===== src/rtl/audio_adc_receiver.sv =====
// audio_adc_receiver: captures left-justified, MSB-first stereo ADC data from a
// WM8731 running as clock master. BCLK, ADCLRCK and ADCDAT are resynchronised
// into the clk domain. Completed frames are queued in a small first-word-fall-through
// FIFO that feeds a valid/ready output stream.
//
// Handshake: sample_valid is high whenever the FIFO holds a frame, and
// sample_left/sample_right show the head frame. The head is consumed on every
// clk edge where sample_valid && sample_ready are both high. Asserting
// sample_ready while the FIFO is empty has no effect.
module audio_adc_receiver #(
  parameter int DATA_WIDTH  = 16,
  parameter int FIFO_DEPTH  = 4,
  parameter int SYNC_STAGES = 2
) (
  input  logic                          clk,
  input  logic                          reset_n,
  input  logic                          aud_bclk,
  input  logic                          aud_adclrck,
  input  logic                          aud_adcdat,
  output logic [DATA_WIDTH-1:0]         sample_left,
  output logic [DATA_WIDTH-1:0]         sample_right,
  output logic                          sample_valid,
  input  logic                          sample_ready,
  output logic [$clog2(FIFO_DEPTH):0]   fill_level,
  output logic                          overrun,
  output logic                          frame_error,
  input  logic                          clear_errors,
  output logic [1:0]                    dbg_state
);

  localparam int AW = $clog2(FIFO_DEPTH);
  localparam int CW = $clog2(DATA_WIDTH + 1);
  localparam int FW = 2 * DATA_WIDTH;
  localparam logic [CW-1:0] CNT_FULL = CW'(DATA_WIDTH);
  localparam logic [CW-1:0] CNT_LAST = CW'(DATA_WIDTH - 1);
  localparam logic [AW:0]   LVL_FULL = (AW + 1)'(FIFO_DEPTH);

  typedef enum logic [1:0] {
    ST_ALIGN = 2'd0,
    ST_LEFT  = 2'd1,
    ST_RIGHT = 2'd2
  } state_t;

  logic [SYNC_STAGES-1:0] r_bclk_sync, r_lrc_sync, r_dat_sync;
  logic                   r_bclk_d, r_lrc_d;
  logic                   w_bclk_s, w_lrc_s, w_dat_s;
  logic                   w_bclk_rise, w_lrc_rise, w_lrc_fall;

  state_t                 r_state, w_state_next;
  logic [CW-1:0]          r_bit_cnt, w_cnt_base, w_cnt_next;
  logic [DATA_WIDTH-1:0]  r_left_sr, r_right_sr, w_left_next, w_right_next;
  logic                   r_bad, w_bad_next;
  logic                   w_capture, w_push, w_err_set;

  logic [FW-1:0]          r_mem [FIFO_DEPTH];
  logic [AW-1:0]          r_wr_ptr, r_rd_ptr;
  logic [AW:0]            r_count;
  logic                   r_overrun, r_frame_error;
  logic                   w_full, w_pop, w_wr_en, w_overrun_set;

  // Identical synchroniser chains keep the three codec lines aligned; one extra flop per line gives edge detection.
  always_ff @(posedge clk or negedge reset_n) begin
    if (!reset_n) begin
      r_bclk_sync <= '0;
      r_lrc_sync  <= '0;
      r_dat_sync  <= '0;
      r_bclk_d    <= 1'b0;
      r_lrc_d     <= 1'b0;
    end else begin
      r_bclk_sync <= {r_bclk_sync[SYNC_STAGES-2:0], aud_bclk};
      r_lrc_sync  <= {r_lrc_sync[SYNC_STAGES-2:0], aud_adclrck};
      r_dat_sync  <= {r_dat_sync[SYNC_STAGES-2:0], aud_adcdat};
      r_bclk_d    <= w_bclk_s;
      r_lrc_d     <= w_lrc_s;
    end
  end

  assign w_bclk_s    = r_bclk_sync[SYNC_STAGES-1];
  assign w_lrc_s     = r_lrc_sync[SYNC_STAGES-1];
  assign w_dat_s     = r_dat_sync[SYNC_STAGES-1];
  assign w_bclk_rise = w_bclk_s & ~r_bclk_d;
  assign w_lrc_rise  = w_lrc_s & ~r_lrc_d;
  assign w_lrc_fall  = ~w_lrc_s & r_lrc_d;

  // FSM state register.
  always_ff @(posedge clk or negedge reset_n) begin
    if (!reset_n) r_state <= ST_ALIGN;
    else          r_state <= w_state_next;
  end

  // Next state and capture control. The LRC edge is resolved first, so a BCLK rise in the same cycle becomes bit 0 of the new channel.
  always_comb begin
    w_state_next = r_state;
    w_cnt_base   = r_bit_cnt;
    w_bad_next   = r_bad;
    w_err_set    = 1'b0;
    case (r_state)
      ST_ALIGN: begin
        if (w_lrc_rise) begin
          w_state_next = ST_LEFT;
          w_cnt_base   = '0;
        end
      end
      ST_LEFT: begin
        if (w_lrc_fall) begin
          if (r_bit_cnt < CNT_FULL) begin
            w_err_set  = 1'b1;
            w_bad_next = 1'b1;
          end
          w_state_next = ST_RIGHT;
          w_cnt_base   = '0;
        end
      end
      ST_RIGHT: begin
        if (w_lrc_rise) begin
          if (r_bit_cnt < CNT_FULL) w_err_set = 1'b1;
          w_bad_next   = 1'b0;
          w_state_next = ST_LEFT;
          w_cnt_base   = '0;
        end
      end
      default: w_state_next = ST_ALIGN;
    endcase

    w_capture    = w_bclk_rise && (w_state_next != ST_ALIGN) && (w_cnt_base < CNT_FULL);
    w_cnt_next   = w_capture ? (w_cnt_base + CW'(1)) : w_cnt_base;
    w_left_next  = r_left_sr;
    w_right_next = r_right_sr;
    if (w_capture && (w_state_next == ST_LEFT))
      w_left_next = {r_left_sr[DATA_WIDTH-2:0], w_dat_s};
    if (w_capture && (w_state_next == ST_RIGHT))
      w_right_next = {r_right_sr[DATA_WIDTH-2:0], w_dat_s};
    // The frame completes on the last captured bit of the right channel.
    w_push = w_capture && (w_state_next == ST_RIGHT) && (w_cnt_base == CNT_LAST) && !w_bad_next;
  end

  // Bit counter, channel shift registers and the bad-frame marker.
  always_ff @(posedge clk or negedge reset_n) begin
    if (!reset_n) begin
      r_bit_cnt  <= '0;
      r_left_sr  <= '0;
      r_right_sr <= '0;
      r_bad      <= 1'b0;
    end else begin
      r_bit_cnt  <= w_cnt_next;
      r_left_sr  <= w_left_next;
      r_right_sr <= w_right_next;
      r_bad      <= w_bad_next;
    end
  end

  assign w_full        = (r_count == LVL_FULL);
  assign w_pop         = sample_valid && sample_ready;
  assign w_wr_en       = w_push && (!w_full || w_pop);
  assign w_overrun_set = w_push && w_full && !w_pop;

  // FWFT frame FIFO. A push is accepted while full only if the head is popped in the same cycle.
  always_ff @(posedge clk or negedge reset_n) begin
    if (!reset_n) begin
      for (int i = 0; i < FIFO_DEPTH; i++) r_mem[i] <= '0;
      r_wr_ptr <= '0;
      r_rd_ptr <= '0;
      r_count  <= '0;
    end else begin
      if (w_wr_en) begin
        r_mem[r_wr_ptr] <= {r_left_sr, w_right_next};
        r_wr_ptr        <= r_wr_ptr + AW'(1);
      end
      if (w_pop) r_rd_ptr <= r_rd_ptr + AW'(1);
      if (w_wr_en && !w_pop)      r_count <= r_count + (AW + 1)'(1);
      else if (!w_wr_en && w_pop) r_count <= r_count - (AW + 1)'(1);
    end
  end

  // Sticky error flags; a new error in the clearing cycle keeps the flag set.
  always_ff @(posedge clk or negedge reset_n) begin
    if (!reset_n) begin
      r_overrun     <= 1'b0;
      r_frame_error <= 1'b0;
    end else begin
      if (w_overrun_set)     r_overrun <= 1'b1;
      else if (clear_errors) r_overrun <= 1'b0;
      if (w_err_set)         r_frame_error <= 1'b1;
      else if (clear_errors) r_frame_error <= 1'b0;
    end
  end

  assign sample_valid                = (r_count != '0);
  assign {sample_left, sample_right} = r_mem[r_rd_ptr];
  assign fill_level                  = r_count;
  assign overrun                     = r_overrun;
  assign frame_error                 = r_frame_error;
  assign dbg_state                   = r_state;

endmodule


===== config.mk =====
export PLATFORM = sky130hd
export DESIGN_NAME = audio_adc_receiver
export DESIGN_NICKNAME = d
export VERILOG_FILES = /design/src/rtl/audio_adc_receiver.sv
export SDC_FILE = /design/constraint.sdc
export NUM_CORES = 1
export LEC_CHECK = 0
export ABC_AREA = 1
export BUFFER_PORTS_ARGS = -buffer_cell sky130_fd_sc_hd__buf_2
export CORE_ASPECT_RATIO = 0.75
export CORE_MARGIN = 2
export CORE_UTILIZATION = 52
export CTS_CLUSTER_SIZE = 28
export DETAILED_ROUTE_END_ITERATION = 7
export PLACE_DENSITY = 0.73
export SLEW_MARGIN = 30
export SYNTH_ARGS = -nofsm -noshare
export SYNTH_HDL_FRONTEND = slang
export SYNTH_SLANG_ARGS = --single-unit
export TNS_END_PERCENT = 5

===== constraint.sdc =====
create_clock -name clk -period 4.15 [get_ports clk]
set_input_delay 0.6225 -clock clk [delete_from_list [all_inputs] [get_ports clk]]
set_output_delay 0.6225 -clock clk [all_outputs]
set_load 0.01 [all_outputs]

# Yosys cells after proc, flatten, opt, wreduce, memory -nomap -nowiden
# Index checks and enable logic that the tools add are counted.
# totals
reg_bits,185
latchBits,0
mem_bits_rw,0
mem_bits_ro,0
out_inout_bits,40
elab_cells,95
n_memories,0
# classes
addsub,5
multipliers,0
div_mod_pow,0
magnitude_cmp,5
eq_ne,6
n_shift,0
n_mux,27
bitwise_logic,8
reduce_logical,25
# op_table
op,count
128-bit bitwise mux,1
32-bit two-way mux,3
32-bit binary-select mux with 2-bit select,1
32-bit demux with 2-bit select,1
16-bit two-way mux,1
5-bit two-way mux,3
1-bit logical AND,13
"5-bit < comparator, second input constant",2
5-bit case mux with 2 select lines,1
1-bit two-way mux,9
2-bit nonzero test,4
"3-bit >= comparator, second input constant",2
3-bit two-way mux,2
2-bit inverter with 3-bit output,2
"5-bit by 1-bit adder with 5-bit output, second input constant",1
"5-bit by 4-bit == test with 1-bit output, second input constant",1
"2-bit by 1-bit adder with 2-bit output, second input constant",2
"2-bit by 1-bit == test with 1-bit output, second input constant",2
"2-bit == test, second input constant",2
1-bit logical NOT,4
2-bit two-way mux,2
1-bit case mux with 2 select lines,2
2-bit case mux with 2 select lines,1
"3-bit by 1-bit adder with 3-bit output, second input constant",1
other kinds (9),13

# Longest topological paths before layout
# Gate-level depths: netlist (run 1).
# depth
depth_word,15
ltp_mapped,22
ltp_nobuf,22

# Least setup slack after synthesis (run 1)
# Ideal clock, no wire load.
# synth_timing
kind,reg2reg
start,"reg r_state[0], in the netlist dbg_state[0]"
end,"reg r_count[2], in the netlist fill_level[2]"
setup_ns,0.131
arrival_ns,3.063
t_required_ns,4.019
setup_slack_ns,0.956
stages_incl_launch_ff,23
cell_sequence,dfrtp_1 > inv_1 > ha_1 > inv_2 > nand2_1 > nand2_2 > nand3_4 > nand2_1 > inv_1 > ha_1 > inv_1 > nor3_1 > ha_1 > inv_1 > nor2_4 > nand3_4 > inv_1 > ha_1 > inv_1 > fa_1 > a21oi_1 > o21ai_0 > xor2_1
# synth_via
elab_chain_cells,13
# synth_lines
item,line_no,source
from (decl),49,"state_t r_state, w_state_next;"
from (signal assigned),88,else r_state <= w_state_next;
"parallel branches: the longest is 8 deep, another holds 5-bit < comparator",-,
1-bit logical AND (*),134,w_push = w_capture && (w_state_next == ST_RIGHT) && (w_cnt_base == CNT_LAST) && !w_bad_next;
1-bit logical AND (*),154,assign w_wr_en = w_push && (!w_full || w_pop);
via w_wr_en,59,"logic w_full, w_pop, w_wr_en, w_overrun_set;"
1-bit logical NOT,171,else if (!w_wr_en && w_pop) r_count <= r_count - (AW + 1)'(1);
1-bit logical AND,171,
2-bit nonzero test (no line),-,
to (signal assigned),170,if (w_wr_en && !w_pop) r_count <= r_count + (AW + 1)'(1);
to (signal assigned),171,
to (decl),57,logic [AW:0] r_count;
# Mark *: on every way through the listed nets, which the timed path passes.
# A chain may end at the register's enable or synchronous reset.

# Final worst setup path (run 1)
# Same ends and word-level chain as after synthesis.

==> results of run 1 <==
[power by group]
part           leakage, nW  total [mW]  internal (mW)  switching (mW)
logic                 2.21        1.66          0.563            1.10
clock network        0.257        1.50          0.836           0.667
registers             2.51        2.10           1.94           0.161
total                 4.97        5.26           3.34            1.92
[sequential cells by signal, summed over array words and instances (netlist names), 2 cells and up]
signal / flops
fill_level: 3
r_dat_sync: 2
r_bclk_sync: 2
r_wr_ptr: 2
dbg_state: 2
r_left_sr: 16
r_bit_cnt: 5
r_lrc_sync: 2
r_right_sr: 16
r_rd_ptr: 2
r_mem: 128
[how the worst max path moves through the flow]
| stage | startpoint | end | slack (ns) | cells after the start |
|---|---|---|---|---|
| CTS | dbg_state[0] | fill_level[2] | 0.66 | 22 |
| global placement | dbg_state[0] | fill_level[2] | 0.81 | 22 |
| floorplan | dbg_state[0] | fill_level[2] | 0.96 | 22 |
| finish | dbg_state[0] | fill_level[2] | 0.68 | 22 |
| global route | dbg_state[0] | fill_level[2] | 0.35 | 22 |
| detailed placement | dbg_state[0] | fill_level[2] | 0.70 | 22 |
[layout make-up]
class,count,area (µm²)
Clock buffer,23,457.9
Clock inverter,8,73.82
Fill cell,1387,6183
Inverter,43,161.4
Multi-Input combinational cell,711,3173
Sequential cell,185,4631
Tap cell,205,256.5
Timing Repair Buffer,61,385.4
[logic make-up after synthesis]
family / after synthesis
AO/OA/AOI/OAI: 130
XOR/XNOR: 7
adder cells (fa/ha/maj): 12
buffers and inverters: 93
flip-flops: 185
multiplexers: 1
AND/OR/NAND/NOR: 561
[per-stage QoR]
step,hold WS [ns],setup WS (ns)
floorplan,0.3269,0.9557
global placement,0.3334,0.8062
detailed placement,0.3371,0.6955
CTS,0.2785,0.6563
global route,0.1464,0.3543
finish,0.1219,0.6795
[layer usage]
metal  wire length [µm]  part of all wire, %
met1               9424                   48
met2               8591                   44
met4                106                 0.55
met3               1324                  6.8
met5                  0                    0
[worst max-delay path, cell delays in order (launching register included)]
cell and delay [ns]:
dfrtp_1 0.40, inv_1 0.11, ha_1 0.17, inv_2 0.04, nand2_1 0.10, nand2_2 0.08
nand3_4 0.10, nand2_1 0.09, inv_1 0.06, ha_1 0.13, inv_1 0.05, nor3_1 0.18
ha_1 0.16, inv_1 0.06, nor2_4 0.21, nand3_4 0.19, inv_1 0.18, ha_1 0.16
inv_1 0.06, fa_1 0.39, a21oi_1 0.16, o21ai_0 0.12, xor2_1 0.16
[cells in the final DEF, fill, tap and decap left out, types with 5 or more instances in the layout]
master,instances
a21oi_1,11
nor2_1,81
buf_4,13
nor2_4,7
ha_1,11
xor2_1,6
o22ai_1,33
nand2_2,5
o21ai_1,7
dfrtp_1,184
nand2_1,455
inv_1,39
o21ai_0,77
clkbuf_16,17
buf_2,45
clkbuf_1,5
==> results.toml, run 1 <==
[global_route]
grt_util_met2_pct = 37.72
track_usage_pct = 25.13
grtUsageMet1_pct = 37.72
globalRoute.totalOverflow = 0
busiest_layer = "met1"
grt_pass1_wl_mm = 32.78
grt_max_degree = 123
gr-usage-met3_pct = 5.488
grt_pass1_vias = 6301
antenna_found_initial = 0

[flow_run]
drv_cap = 0

[finish]
final_util_pct = 59.64
diodes = 0
final_nets = 1038
post-route-cell-area_mm2 = 0.009139
stdcell_count = 1236
drive_gt1_share_pct = 10.86
area_growth_pct = 11.66

[clock_tree]
cts_buffer_depth = 2
path_clk_slew_ns = 0.06
cts_root_buffer = "clkbuf_16"
cts_buffers = 17
cts_repair_resize_count = 0
cts_tree = "built"
htree_levels = 4
cts_hold_buf = 0
insertion_delay_ns = 0.43
clock-sinks = 185
post_cts_buffers = 0

[logic_synthesis]
synth_common_cells = "455 x nand2_1, 185 x dfrtp_1, 81 x nor2_1, 77 x o21ai_0, 40 x inv_1"
synthCells = 989
synth_ff_type = "dfrtp_1"
synth_top_cell_area_share_pct = 56.57
synthTopCellsByArea = "dfrtp_1 57%, nand2_1 21%, o21ai_0 4.7%"
synth.distinct_cells = 27
synth_nets = 1008
yosysTopAreaCell = "dfrtp_1"
synth-xor-area-share_pct = 0.7491
netlist_area_mm2 = 0.008184
synth_area_per_cell_um2 = 8.275
yosysSeqAreaShare_pct = 56.57
synth-compound-area-share_pct = 8.516
synth_edf_count = 0
synth_adder_area_share_pct = 1.926
yosysMostFrequentCell = "nand2_1"
synth_top_family_by_area = "simple AND/OR/NAND/NOR gates"
synth_mux_area_share_pct = 0.1376
synth_seq_cells = 185
synthArstFlopShare_pct = 100.0
synthSimpleGateAreaFrac_pct = 27.38
ys_warn_count = 0

[route]
firstDrtPassIters = 5
avgRoutedWirePerCell_um = 15.73
num_vias = 6505
antenna_left = 0
drt_wl_total_mm = 19.45
avgViaCountPerCell = 5.263
drtIter0Drc = 560
drc = 0

[timing]
rsz0062_at_grt = "no"
relSlewSlack_pct = 46.73
fmax_ghz = 0.2881
post-route-period-util_pct = 83.63
fin_tns_setup_ns = 0
final_max_slew_viol_count = 0
skew_ns = 0.01107
fin_crit_ns = 3.470
setup_viol = 0
hold_violations = 0
tightest_slew_ns = 0.7982

[floorplan]
die_h_um = 112.6
die-width_um = 148.9
coreArea_mm2 = 0.01532
top_level_ports = 47
start_util_pct = 53.41
die_area_mm2 = 0.01677
placementRows = 39

[worst_setup_path]
end_kind = "flop"
required_ns = 4.46
path_class = "reg -> reg"
cp.arrival_ns = 3.78
cp_max_fo = 6
worst_setup_path_start_kind = "flop"
regToRegSetupSlack_ns = 0.68
worstReg2RegEnd = "fill_level[2]"
reg2regPathDepth = 22
crit-reg2reg-launch = "dbg_state[0]"

[worst_hold_path]
hp-class = "in -> async"

[placement]
place.gp.congestion = 0.8059
portBuffers = 46
placedCellCount = 1204
place_area_mm2 = 0.008578
dpl.hpwl_mm = 11.09

[pwr]
peakVddDrop_mv = 0.3550
p_per_area_mw_per_mm2 = 576.1
p_leak_nw = 4.975
power_mw = 5.265

[run_status]
status = "finished clean"
Note: power is estimated with default switching activity, not from simulation.
==> run 2: changes to the inputs <==
--- a/config.mk
+++ b/config.mk
@@ -12,7 +12,7 @@
 export CORE_UTILIZATION = 52
 export CTS_CLUSTER_SIZE = 28
 export DETAILED_ROUTE_END_ITERATION = 7
-export PLACE_DENSITY = 0.73
+export PLACE_DENSITY = 0.75
 export SLEW_MARGIN = 30
 export SYNTH_ARGS = -nofsm -noshare
 export SYNTH_HDL_FRONTEND = slang
==> constraint.sdc (replaced) <==
create_clock -name clk -period 2.9 [get_ports clk]
set_input_delay 0.435 -clock clk [delete_from_list [all_inputs] [get_ports clk]]
set_output_delay 0.435 -clock clk [all_outputs]
set_load 0.01 [all_outputs]
==> run 2 against run 1 <==
First-iteration DRC count grew 5.7%. Worst setup slack lost 0.61 ns. Sequential share of layout area shrank 2.3 points. Wire length grew 1.7%. Combinational power grew 58%. Clock skew shrank 0.0028 ns. Fmax grew 23%. Critical endpoint unchanged.
==> results.toml, run 2 (synthesized netlist as in run 1, its figures left out) <==
[clock_tree]
cts_buffer_depth = 2
cts_buffers = 17
cts_root_buffer = "clkbuf_16"
clock-sinks = 185
htree_levels = 4
path_clk_slew_ns = 0.06
insertion_delay_ns = 0.43
cts_tree = "built"

[flow_run]
drv_cap = 0

[worst_setup_path]
path_class = "reg -> reg"
slowest_stage = "dfrtp_2"
cp_max_fo = 3
worst_setup_path_start_kind = "flop"
crit_family = "adder cells"
cp.buffers_inverters = 7
required_ns = 3.21
critPathMaxStageDelay_ns = 0.43
path_cells = "buf_4 > ha_1 > inv_1 > nand3_4 > buf_4 > buf_4 > nand2_2 > ha_2 > inv_2 > nor2_4 > nand3_4 > inv_4 > ha_4 > inv_4 > fa_2 > a21oi_2 > o21ai_1 > xor2_1"
cp.arrival_ns = 3.14
crit_top_cell = "buf_4"
end_kind = "flop"

[finish]
stdcell_count = 1255
largest_reg_flops = 128
mostFrequentLayoutCell = "nand2_1"
diodes = 0
post-route-cell-area_mm2 = 0.009573
largest-register = "r_mem"
drive_gt1_share_pct = 15.14
area_growth_pct = 16.97
final_nets = 1060
layout_common_cells = "450 x nand2_1, 182 x dfrtp_1, 81 x nor2_1"
reg_top3 = "r_mem x128, r_left_sr x16, r_right_sr x16"

[floorplan]
die-width_um = 148.9
placementRows = 39
top_level_ports = 47
die_h_um = 112.6
coreArea_mm2 = 0.01532
die_area_mm2 = 0.01677
start_util_pct = 53.41

[timing]
hold_violations = 0
rsz0062_at_grt = "yes"
fin_tns_setup_ns = 0
setup_viol = 0
relSlewSlack_pct = 53.45
fin_crit_ns = 2.830
skew_ns = 0.008312
post-route-period-util_pct = 97.59
tightest_slew_ns = 0.6982
final_max_slew_viol_count = 0
fmax_ghz = 0.3533

[route]
drc = 0
num_vias = 6667
drtIter0Drc = 592
avgRoutedWirePerCell_um = 15.76
antenna_left = 0
drt_wl_total_mm = 19.78
firstDrtPassIters = 5
avgViaCountPerCell = 5.312

[pwr]
switching_share_pct = 35.01
p_int_mw = 5.301
p_per_area_mw_per_mm2 = 852.1
power_frac_seq_pct = 37.1
power_frac_clock_pct = 30.7
peakVddDrop_mv = 0.4964
switchingPower_mw = 2.856
power_frac_comb_pct = 32.2
p_leak_nw = 5.164

[worst_hold_path]
hp-class = "in -> reg"

[global_route]
grt_util_met2_pct = 37.62
globalRoute.totalOverflow = 0
grtUsageMet1_pct = 37.52
track_usage_pct = 25.36
grt_pass1_wl_mm = 32.97
gr-usage-met3_pct = 6.057
grt_pass1_vias = 6422
antenna_found_initial = 0
busiest_layer = "met2"
grt_max_degree = 66

[placement]
portBuffers = 46
place.gp.congestion = 0.8773
placedCellCount = 1214
dpl.hpwl_mm = 11.39
place_area_mm2 = 0.008807

[run_status]
status = "finished clean"
[run 2: metal layers]
layer	wire length (µm)	up-vias	share of wire, %
li1	-	3201	-
met2	8921	227	45
met4	246	0	1.2
met3	1324	21	6.7
met1	9290	3218	47
met5	0	-	0
[run 2: final timing paths]
check | from | to | slack (ns) | depth (start not counted)
max | dbg_state[0] | fill_level[2] | 0.07 | 18
min | aud_adclrck | r_lrc_sync[0] | 0.10 | 1
max reg2reg | dbg_state[0] | fill_level[2] | 0.07 | 18
min reg2reg | r_lrc_sync[0] | r_lrc_sync[1] | 0.35 | 0
max in group asynchronous | reset_n | r_mem[114] | 1.66 | 3
min in group asynchronous | reset_n | r_mem[70] | 0.54 | 2
[run 2: power groups by stage]
stage	Clock [mW]	Combinational, mW	Sequential [mW]
after global routing	2.64	2.92	3.06
after detailed placement	0	2.48	3.06
after global placement	0	2.45	3.06
after CTS	2.54	2.60	3.02
after floorplan	0	1.58	3.02
final	2.50	2.63	3.02
[run 2: repair_timing]
item,in CTS,in global routing
pin swaps,13,8
hold buffers,1,0
gates resized for setup,6,5
setup buffers,9,3
gates cloned,0,0
endpoints found under the setup margin,2,2
hold endpoints to repair,54,0
[run 2: cell type report]
type                            instances  area (µm²)
Fill cell                            1305        5749
Inverter                               43       171.4
Tap cell                              205       256.5
Sequential cell                       185        4633
Clock inverter                          9       173.9
Clock buffer                           19       452.9
Multi-Input combinational cell        711        3268
Timing Repair Buffer                   83       616.8
[run 2: metrics by stage]
stage | hold slack, ns | power, mW | worst slack (ns) | utilization, %
3_3_place_gp | 0.3383 | 5.509 | 0.1012 | 57.48
3_5_place_dp | 0.3364 | 5.542 | 0.01633 | 57.48
2_1_floorplan | 0.1394 | 4.607 | -0.04812 | -
5_1_grt | 0.08464 | 8.616 | -0.08499 | 62.48
4_1_cts | 0.08750 | 8.161 | -0.00009082 | 62.20
6_report | 0.1024 | 8.157 | 0.06993 | 62.48
==> run 3: changes to the inputs <==
--- a/config.mk
+++ b/config.mk
@@ -6,13 +6,13 @@
 export NUM_CORES = 1
 export LEC_CHECK = 0
 export ABC_AREA = 1
-export BUFFER_PORTS_ARGS = -buffer_cell sky130_fd_sc_hd__buf_2
 export CORE_ASPECT_RATIO = 0.75
 export CORE_MARGIN = 2
 export CORE_UTILIZATION = 52
 export CTS_CLUSTER_SIZE = 28
 export DETAILED_ROUTE_END_ITERATION = 7
-export PLACE_DENSITY = 0.75
+export DONT_BUFFER_PORTS = 1
+export PLACE_DENSITY = 0.73
 export SLEW_MARGIN = 30
 export SYNTH_ARGS = -nofsm -noshare
 export SYNTH_HDL_FRONTEND = slang
==> run 3 against run 2 <==
Non-clock buffer count shrank 42. The flow now finishes with violations (hold timing). Sequential power grew 2%. Sequential share of layout area grew 1.5 points. Critical path depth grew 4. Fmax shrank 0.42%. Wire length grew 1.7%. Final cell count shrank 3.2%. Via count shrank 2.3%.
==> results.toml, run 3 (synthesized netlist as in run 1, its figures left out) <==
[finish]
diodes = 0
area_growth_pct = 13.45
layout_common_cells = "451 x nand2_1, 182 x dfrtp_1, 81 x nor2_1"
largest_reg_flops = 128
largest-register = "r_mem"
mostFrequentLayoutCell = "nand2_1"
drive_gt1_share_pct = 11.49
final_nets = 1018
reg_top3 = "r_mem x128, r_left_sr x16, r_right_sr x16"

[timing]
rsz0062_at_grt = "yes"
fin_crit_ns = 2.842
tightest_slew_ns = 0.6795
final_max_slew_viol_count = 0
setup_viol = 0
post-route-period-util_pct = 98.00
fin_tns_setup_ns = 0
hold_violations = 185
skew_ns = 0.008799
fmax_ghz = 0.3519
layout_setup_ws_ns = 0.05813
hold-worst-slack_ns = -0.3106
relSlewSlack_pct = 54.70

[global_route]
busiest_layer = "met2"
track_usage_pct = 25.72
grt_pass1_vias = 6299
antenna_found_initial = 0
gr-usage-met3_pct = 6.585
globalRoute.totalOverflow = 0
grt_pass1_wl_mm = 33.42
grt_util_met2_pct = 39.63
grtUsageMet1_pct = 36.06
grt_max_degree = 186

[flow_run]
drv_cap = 0

[worst_setup_path]
crit_top_cell = "inv_4"
crit-reg2reg-launch = "dbg_state[1]"
regToRegSetupSlack_ns = 0.06
cp.arrival_ns = 3.15
cp_max_fo = 5
path_cells = "inv_4 > ha_4 > inv_2 > nand2_4 > nand2_4 > nand3_4 > nand2_4 > inv_4 > ha_4 > inv_4 > nor3_4 > ha_2 > inv_2 > nor2_4 > nand3_4 > inv_4 > ha_4 > inv_4 > fa_2 > a21oi_2 > o21ai_1 > xor2_1"
crit_family = "adder cells"
reg2regPathDepth = 22
worst_setup_path_start_kind = "flop"
worstReg2RegEnd = "fill_level[2]"
cp.buffers_inverters = 7
path_class = "reg -> reg"
slowest_stage = "dfrtp_2"
required_ns = 3.21
critPathMaxStageDelay_ns = 0.48
end_kind = "flop"

[route]
antenna_left = 0
firstDrtPassIters = 5
avgRoutedWirePerCell_um = 16.56
drt_wl_total_mm = 20.12
num_vias = 6516
drtIter0Drc = 529
drc = 0
avgViaCountPerCell = 5.363

[clock_tree]
cts_tree = "built"
path_clk_slew_ns = 0.07
cts_buffer_depth = 2
insertion_delay_ns = 0.43
cts_root_buffer = "clkbuf_16"
clock-sinks = 185
cts_buffers = 17
htree_levels = 4

[placement]
post-place-ws_ns = -0.05206
dpl.hpwl_mm = 11.49
place.gp.congestion = 0.7638
portBuffers = 0

[pwr]
p_leak_nw = 4.935
peakVddDrop_mv = 0.4513
p_per_area_mw_per_mm2 = 823.8

[worst_hold_path]
hp-class = "in -> async"

[floorplan]
coreArea_mm2 = 0.01532
top_level_ports = 47
placementRows = 39
die_area_mm2 = 0.01677
die-width_um = 148.9
die_h_um = 112.6
start_util_pct = 53.41

[run_status]
status = "complete, but fails checks"
violations = "hold timing"
==> run 3: changes by cell type in the layout (fill, tap and decap cells not counted), moves of 2 or more <==
cell	change
inv_2	-2
nand2_2	-4
bufinv_16	-3
clkbuf_1	+3
inv_4	+2
nand2_4	+3
buf_2	-45
buf_4	+7
buf_12	-4
==> run 3: cell type report <==
class	count	area (µm²)
multi-input combinational	711	3284
tap	205	256.5
clock buffer	23	478.0
clock inverter	7	91.34
fill	1345	6037
sequential	185	4633
timing repair buffer	41	365.4
inverter	43	176.4
==> run 3: how the worst max path moves through the flow <==
stage	start	end	slack, ns	cells after the start
final	dbg_state[1]	fill_level[2]	0.06	22
after global routing	dbg_state[1]	fill_level[2]	-0.12	22
after CTS	dbg_state[1]	fill_level[2]	-0.03	22
after detailed placement	dbg_state[1]	fill_level[2]	-0.05	20
after global placement	dbg_state[1]	fill_level[2]	0.06	22
after floorplan	dbg_state[0]	fill_level[2]	-0.05	22
==> run 3: metrics by stage <==
| step | hold WS (ns) | instance area, µm² | power, mW | std cells | utilization (%) |
|---|---|---|---|---|---|
| finish | -0.3106 | 9285 | 7.649 | 1215 | 60.60 |
| global route | -0.3190 | 9285 | 8.086 | 1215 | 60.60 |
| CTS | -0.3150 | 9185 | 7.586 | 1207 | 59.95 |
| detailed placement | 0.1429 | 8521 | 5.205 | 1168 | 55.61 |
| global placement | 0.1454 | 8521 | 5.176 | 1168 | 55.61 |
| floorplan | 0.1394 | 8258 | 4.607 | 989 | - |
==> run 3: report_power, final <==
| group | internal [mW] | leakage [nW] | switching, mW |
|---|---|---|---|
| Combinational | 0.762 | 2.15 | 1.53 |
| Clock | 1.33 | 0.279 | 0.963 |
| Sequential | 2.78 | 2.51 | 0.285 |
| Total | 4.87 | 4.93 | 2.78 |
==> run 3: metal layers <==
layer	vias to the layer above	share of wire, %
li1	3122	-
met2	201	45
met4	0	1.3
met5	-	0
met1	3175	46
met3	18	7.8
==> run 3: what timing repair did <==
| action | 4_1_cts | 5_1_grt |
|---|---|---|
| endpoints found under the hold margin | 185 | 185 |
| pin swaps | 13 | 9 |
| endpoints found under the setup margin | 2 | 103 |
| buffers inserted | 9 | 9 |
| gates resized for setup | 8 | 10 |
